--- config.mk ---
export PLATFORM = sky130hd
export DESIGN_NAME = mem_responder
export DESIGN_NICKNAME = d
export VERILOG_FILES = /design/src/rtl/cpu_bus_pkg.sv /design/src/rtl/strobe_edge_det.sv /design/src/rtl/mem_responder.sv
export SDC_FILE = /design/constraint.sdc
export NUM_CORES = 1
export LEC_CHECK = 0
export ABC_AREA = 1
export BUFFER_PORTS_ARGS = -buffer_cell sky130_fd_sc_hd__buf_2
export CAP_MARGIN = 20
export CORE_MARGIN = 1
export CORE_UTILIZATION = 35
export CTS_BUF_LIST = sky130_fd_sc_hd__clkbuf_16
export DETAILED_ROUTE_END_ITERATION = 16
export GPL_ROUTABILITY_DRIVEN = 0
export GPL_TIMING_DRIVEN = 0
export HOLD_SLACK_MARGIN = 0.15
export PLACE_DENSITY = 0.55
export SETUP_SLACK_MARGIN = 0.15
export SYNTH_ARGS = -nofsm -noshare
export SYNTH_HDL_FRONTEND = slang
export SYNTH_SLANG_ARGS = --single-unit
--- constraint.sdc ---
create_clock -name clk -period 2.5 [get_ports clk]
set_input_delay 0.125 -clock clk [delete_from_list [all_inputs] [get_ports clk]]
set_output_delay 0.125 -clock clk [all_outputs]
set_load 0.01 [all_outputs]
--- src/rtl/cpu_bus_pkg.sv ---
// Shared definitions for the CPU rd/wr strobe bus.
// Contents:
//   - default address/data widths for bus-attached memories
//   - responder FSM state encoding (IDLE/WAIT/RDONE/WDONE/HOLD)
//   - bus operation codes shared with the CPU control unit
package cpu_bus_pkg;

  localparam int DEF_AWIDTH = 5;
  localparam int DEF_DWIDTH = 8;

  typedef enum logic [2:0] {
    IDLE  = 3'd0,
    WAIT  = 3'd1,
    RDONE = 3'd2,
    WDONE = 3'd3,
    HOLD  = 3'd4
  } resp_state_e;

  // Operation kinds the control unit issues on the strobe interface.
  typedef enum logic [1:0] {
    BUS_NOP   = 2'd0,
    BUS_FETCH = 2'd1,
    BUS_OPRD  = 2'd2,
    BUS_STORE = 2'd3
  } bus_op_e;

endpackage

--- src/rtl/strobe_edge_det.sv ---
// Rising-edge detector for the rd/wr strobes.
// Ports:
//   clk, rst_          clock, asynchronous active-low reset
//   rd, wr             level strobes from the initiator
//   rd_rise, wr_rise   strobe went high since the previous cycle
//   conflict           a strobe rose while the other one rose or was already high
module strobe_edge_det (
  input  logic clk,
  input  logic rst_,
  input  logic rd,
  input  logic wr,
  output logic rd_rise,
  output logic wr_rise,
  output logic conflict
);

  logic [1:0] strb;
  logic [1:0] rise;

  assign strb = {wr, rd};

  // One delay flop per strobe; bit 0 is rd, bit 1 is wr.
  for (genvar gi = 0; gi < 2; gi++) begin : g_strb
    logic q_reg;

    always_ff @(posedge clk or negedge rst_) begin
      if (!rst_) begin
        q_reg <= 1'b0;
      end else begin
        q_reg <= strb[gi];
      end
    end

    assign rise[gi] = strb[gi] & ~q_reg;
  end

  assign rd_rise  = rise[0];
  assign wr_rise  = rise[1];
  // Using the raw level of the other strobe also covers simultaneous rises.
  assign conflict = (rise[0] & strb[1]) | (rise[1] & strb[0]);

endmodule

--- src/rtl/mem_responder.sv ---
// Memory-side responder for the CPU rd/wr strobe bus.
// Accepts a read or write on a strobe rising edge, waits WAIT_CYCLES
// cycles, then completes the access on an internal 2**AWIDTH x DWIDTH
// array and raises ready until the strobe drops.
// Ports:
//   clk, rst_                  clock, asynchronous active-low reset
//   addr, rd, wr, data_in      bus request (addr sampled on strobe rise)
//   data_out, data_oe          registered read data and its valid/drive enable
//   ready                      access complete, held until strobe drops
//   err                        one-cycle pulse: strobe conflict or ROM write
//   pl_we, pl_addr, pl_data    preload write port, always active, ignores ROM
module mem_responder
  import cpu_bus_pkg::*;
#(
  parameter int AWIDTH      = DEF_AWIDTH,
  parameter int DWIDTH      = DEF_DWIDTH,
  parameter int WAIT_CYCLES = 1,
  parameter int ROM_TOP     = 0
) (
  input  logic              clk,
  input  logic              rst_,
  input  logic [AWIDTH-1:0] addr,
  input  logic              rd,
  input  logic              wr,
  input  logic [DWIDTH-1:0] data_in,
  output logic [DWIDTH-1:0] data_out,
  output logic              data_oe,
  output logic              ready,
  output logic              err,
  input  logic              pl_we,
  input  logic [AWIDTH-1:0] pl_addr,
  input  logic [DWIDTH-1:0] pl_data
);

  localparam int DEPTH = 1 << AWIDTH;
  // One extra bit so ROM_TOP may equal DEPTH (whole array read-only).
  localparam logic [AWIDTH:0] ROM_TOP_W = (AWIDTH + 1)'(ROM_TOP);
  localparam logic [3:0] CNT_INIT =
    (WAIT_CYCLES == 0) ? 4'd0 : 4'(WAIT_CYCLES - 1);

  logic rd_rise;
  logic wr_rise;
  logic conflict;

  strobe_edge_det u_edge (
    .clk      (clk),
    .rst_     (rst_),
    .rd       (rd),
    .wr       (wr),
    .rd_rise  (rd_rise),
    .wr_rise  (wr_rise),
    .conflict (conflict)
  );

  resp_state_e       state;
  logic [AWIDTH-1:0] addr_q;
  logic              dir_wr;
  logic [3:0]        cnt;

  logic              strobe_act;
  logic              start;
  logic              enter;
  logic [AWIDTH-1:0] ent_addr;
  logic              ent_wr;
  logic              rom_hit;
  logic              bus_we;

  // Completion ("entry") can happen straight from IDLE when there are no
  // wait states, in which case the address and direction come from the
  // bus rather than from the latched copies.
  always_comb begin
    strobe_act = dir_wr ? wr : rd;
    start      = (state == IDLE) && !conflict && (rd_rise || wr_rise);
    ent_addr   = (state == IDLE) ? addr : addr_q;
    ent_wr     = (state == IDLE) ? wr_rise : dir_wr;
    if (WAIT_CYCLES == 0) begin
      enter = start;
    end else begin
      enter = (state == WAIT) && strobe_act && (cnt == 4'd0);
    end
    rom_hit = {1'b0, ent_addr} < ROM_TOP_W;
    bus_we  = enter && ent_wr && !rom_hit;
  end

  logic [DWIDTH-1:0] mem [DEPTH];

  // No reset on the array. The preload is written second so it wins a
  // same-address collision with a bus write. Bus writes are gated while
  // reset is held so an aborted access cannot leak into memory.
  always_ff @(posedge clk) begin
    if (bus_we && rst_) begin
      mem[ent_addr] <= data_in;
    end
    if (pl_we) begin
      mem[pl_addr] <= pl_data;
    end
  end

  always_ff @(posedge clk or negedge rst_) begin
    if (!rst_) begin
      state    <= IDLE;
      data_out <= '0;
      data_oe  <= 1'b0;
      ready    <= 1'b0;
      err      <= 1'b0;
      addr_q   <= '0;
      dir_wr   <= 1'b0;
      cnt      <= 4'd0;
    end else begin
      err <= 1'b0;
      case (state)
        IDLE: begin
          if (conflict) begin
            err   <= 1'b1;
            state <= HOLD;
          end else if (start) begin
            addr_q <= addr;
            dir_wr <= wr_rise;
            cnt    <= CNT_INIT;
            if (WAIT_CYCLES != 0) begin
              state <= WAIT;
            end
          end
        end
        WAIT: begin
          if (!strobe_act) begin
            state <= IDLE;
          end else if (cnt != 4'd0) begin
            cnt <= cnt - 4'd1;
          end
        end
        RDONE, WDONE: begin
          if (!strobe_act) begin
            state   <= IDLE;
            ready   <= 1'b0;
            data_oe <= 1'b0;
          end
        end
        HOLD: begin
          if (!rd && !wr) begin
            state <= IDLE;
          end
        end
        default: state <= IDLE;
      endcase

      if (enter) begin
        state <= ent_wr ? WDONE : RDONE;
        ready <= 1'b1;
        if (ent_wr) begin
          // ROM writes still complete with ready so the initiator never hangs.
          err <= rom_hit;
        end else begin
          data_out <= mem[ent_addr];
          data_oe  <= 1'b1;
        end
      end
    end
  end

endmodule

==> run metrics <==
Cell Rows=75; # port buffers=41; sw frac=0.456; warnings from Yosys=0; critical path type=register to register; post-DR vias/cell=5.50; TritonCTS clock tree=built; Reg area=8340 um^2; residual DRC count=0; I/O Pins=42; clk buf depth=3; area leader, netlist=edfxtp_1; logic gate share of total power=0.536; worst-path fanout max=4; Data required, critical path=2.90 ns; gr ovfl total=0; Area Overhead vs Synth=28.7%; final wirelength=58.9 mm; Slew @ Worst Pin=0.942 ns; Clock power frac=0.216; CTS sink count=282; Crit. End Element=register; die width=210 um; Final Max Tran Viols=0; share of layout cells above drive strength 1=0.168; Worst path max stage delay=0.40 ns; GRT Total Usage=0.266; synthesized area=15100 um^2; Max IR drop VDD=0.000694 V; Psw=10.1 mW; Final Hold Viols=0; Critical Path, Cell by Cell=nor2_4 -> inv_1 -> nor2_2 -> buf_4 -> buf_4 -> buf_4 -> buf_4 -> buf_4 -> buf_4 -> buf_4 -> buf_4 -> buf_4 -> buf_4 -> buf_4 -> buf_4 -> buf_4 -> nand3_1 -> o21ai_1; skew final=0.0325 ns; Initial DRC Count=1876; post-layout min period=2.46 ns; Avg Inst Size Synth=8.05 um^2; Post-synth EDFFs=256; Mapped Cells=1879; First-pass DRT Iterations=5; Pleak=8.46 nW; first-pass GRT wire length=85.9 mm; total power=22.2 mW; top_reg_cell synth=edfxtp_1; multi-input logic area=6730 um^2; P_int=12.1 mW; largest net degree at the start of global routing=28; Sequential Power Share=0.248; clock root buffer=clkbuf_16; Clock Latency Late Sink=0.55 ns; GR Util met2=0.417; hold crit path type=input port to asynchronous set/reset pin; flops & latches, synth=282; FF-to-FF path depth=18; met3 GRT Util=0.0521; Layout fillers=4098; largest registers=mem x256, data_out x8, addr_q x5; Starting Density=0.358; Post-synth top cells=nand2_1 (882), o21ai_0 (298), edfxtp_1 (256); Crit path arrival time=2.86 ns; initial antenna violation count=0; RSZ-0062 raised after global routing=yes; FFs w/ async S/R, synth=0.0922; cell area after layout=19500 um^2; # Max-Cap Violations=0; status=finished, final reports clean; most used cell, CP=buf_4; slowest stage cell, crit path=dfrtp_1; Final setup viols=0; Cell Pwr Density=1140 nW/um^2; Post-DP HPWL=39.8 mm; Yosys cell types=29; post-place instance area=16200 um^2; CP Launch Type=register; Syn Nets=1912; Die H=210 um; full die area=44100 um^2; core area=42300 um^2; Bufs and invs on worst path=14; Largest Register=mem; Hold WS=0.147 ns; top cells by area, synth=edfxtp_1 (51%), nand2_1 (22%), o21ai_0 (9.9%); Seq/Total Area, Yosys=0.551; vias in the first global route=13600; H-tree Lvls=2; final period utilization=0.982; clock transition at the registers of the reported paths=0.06 ns; ANT nets after route=0; Avg WL per Cell=22.0 um; Crit path depth=18; relative slew slack=0.372; met1 Use GR=0.362; area share of the largest cell type after synthesis=0.508; most common cell in the synthesized netlist=nand2_1; total number of vias=14700; Setup TNS=0 ns; Nets=2115; diode count=0; CTS Buf Count=35; Top Family by Delay on Critical Path=buffers and inverters; Peak Freq=0.407 GHz; Largest register FFs=256; busiest grt layer=met2
[layout make-up]
type,instances,area share
clock buffers,35,0.0450
inverters,67,0.0148
multi-input cells,1394,0.346
repair buffers,165,0.0852
clock inverters,24,0.00777
well taps,577,0.0371
plain buffers,137,0.0367
flip-flops and latches,282,0.428
[metrics by stage]
step / instances / utilization / setup WS, ns
after floorplan: 1879 / - / -0.0511
after global placement: 2497 / 0.380 / -1.38
final: 2681 / 0.460 / 0.0450
after detailed placement: 2506 / 0.382 / -1.24
after global routing: 2681 / 0.460 / -0.0391
after CTS: 2669 / 0.448 / 0.0307
[path summary, 6_finish.rpt]
kind	startpoint	slack (ns)	end
worst max-delay path	state[2]	0.04	cnt[0]
worst min-delay path	rst_	0.15	addr_q[3]
worst max register to register	state[2]	0.04	cnt[0]
worst min register to register	ready	0.47	ready
max in group asynchronous	rst_	1.93	cnt[0]
min in group clk	pl_addr[0]	0.27	mem[6][1]
[cells by family (layout without fill, tap and decap cells)]
family / after synthesis / count (layout) / synth area share
flip-flops: 282 / 282 / 0.551
adder cells (fa/ha/maj): 2 / 2 / 0.00165
AO/OA/AOI/OAI: 315 / 315 / 0.107
AND/OR/NAND/NOR: 1076 / 1077 / 0.287
buffers and inverters: 204 / 428 / 0.0538
[placed cells by master, fill, tap and decap left out, drive strengths merged, types with 3 or more instances in the layout]
cell type,count
nand3,143
a21oi,5
nor2,26
inv,74
nand2,885
clkinv,13
nor3,17
nand4,3
dlygate4sd3,32
buf,173
o21ai,309
clkbuf,131
edfxtp,256
dfrtp,26
[power by group through the flow]
stage / Combinational [mW] / Sequential [mW] / Clock (mW)
after CTS: 10.4 / 5.48 / 4.81
after global routing: 12.6 / 5.51 / 4.98
after detailed placement: 8.59 / 5.58 / 0
after floorplan: 5.38 / 5.58 / 0
final: 11.9 / 5.49 / 4.79
after global placement: 8.54 / 5.57 / 0
[layer usage]
layer,share of wire,vias up,wire length [um]
met5,0,-,0
met4,0.042,0,2460
met3,0.11,163,6370
met2,0.45,909,26200
met1,0.40,7004,23800
li1,-,6662,-
[what timing repair did]
item / in CTS / in global routing
gates resized for setup: 182 / 126
hold buffers: 32 / 0
pin swaps: 44 / 46
buffers inserted: 70 / 11
hold endpoints to repair: 52 / 0
cloned: 2 / 1
setup endpoints to repair: 264 / 265
[worst reg2reg max path: cells and delay by family (launching register included)]
family | cells | cell delay, ns
DFF | 1 | 0.40
and+or+nand+nor | 3 | 0.18
AOI/OAI and AO/OA | 1 | 0.07
buffers and inverters | 14 | 1.64
(Power assumes the default switching activity.)
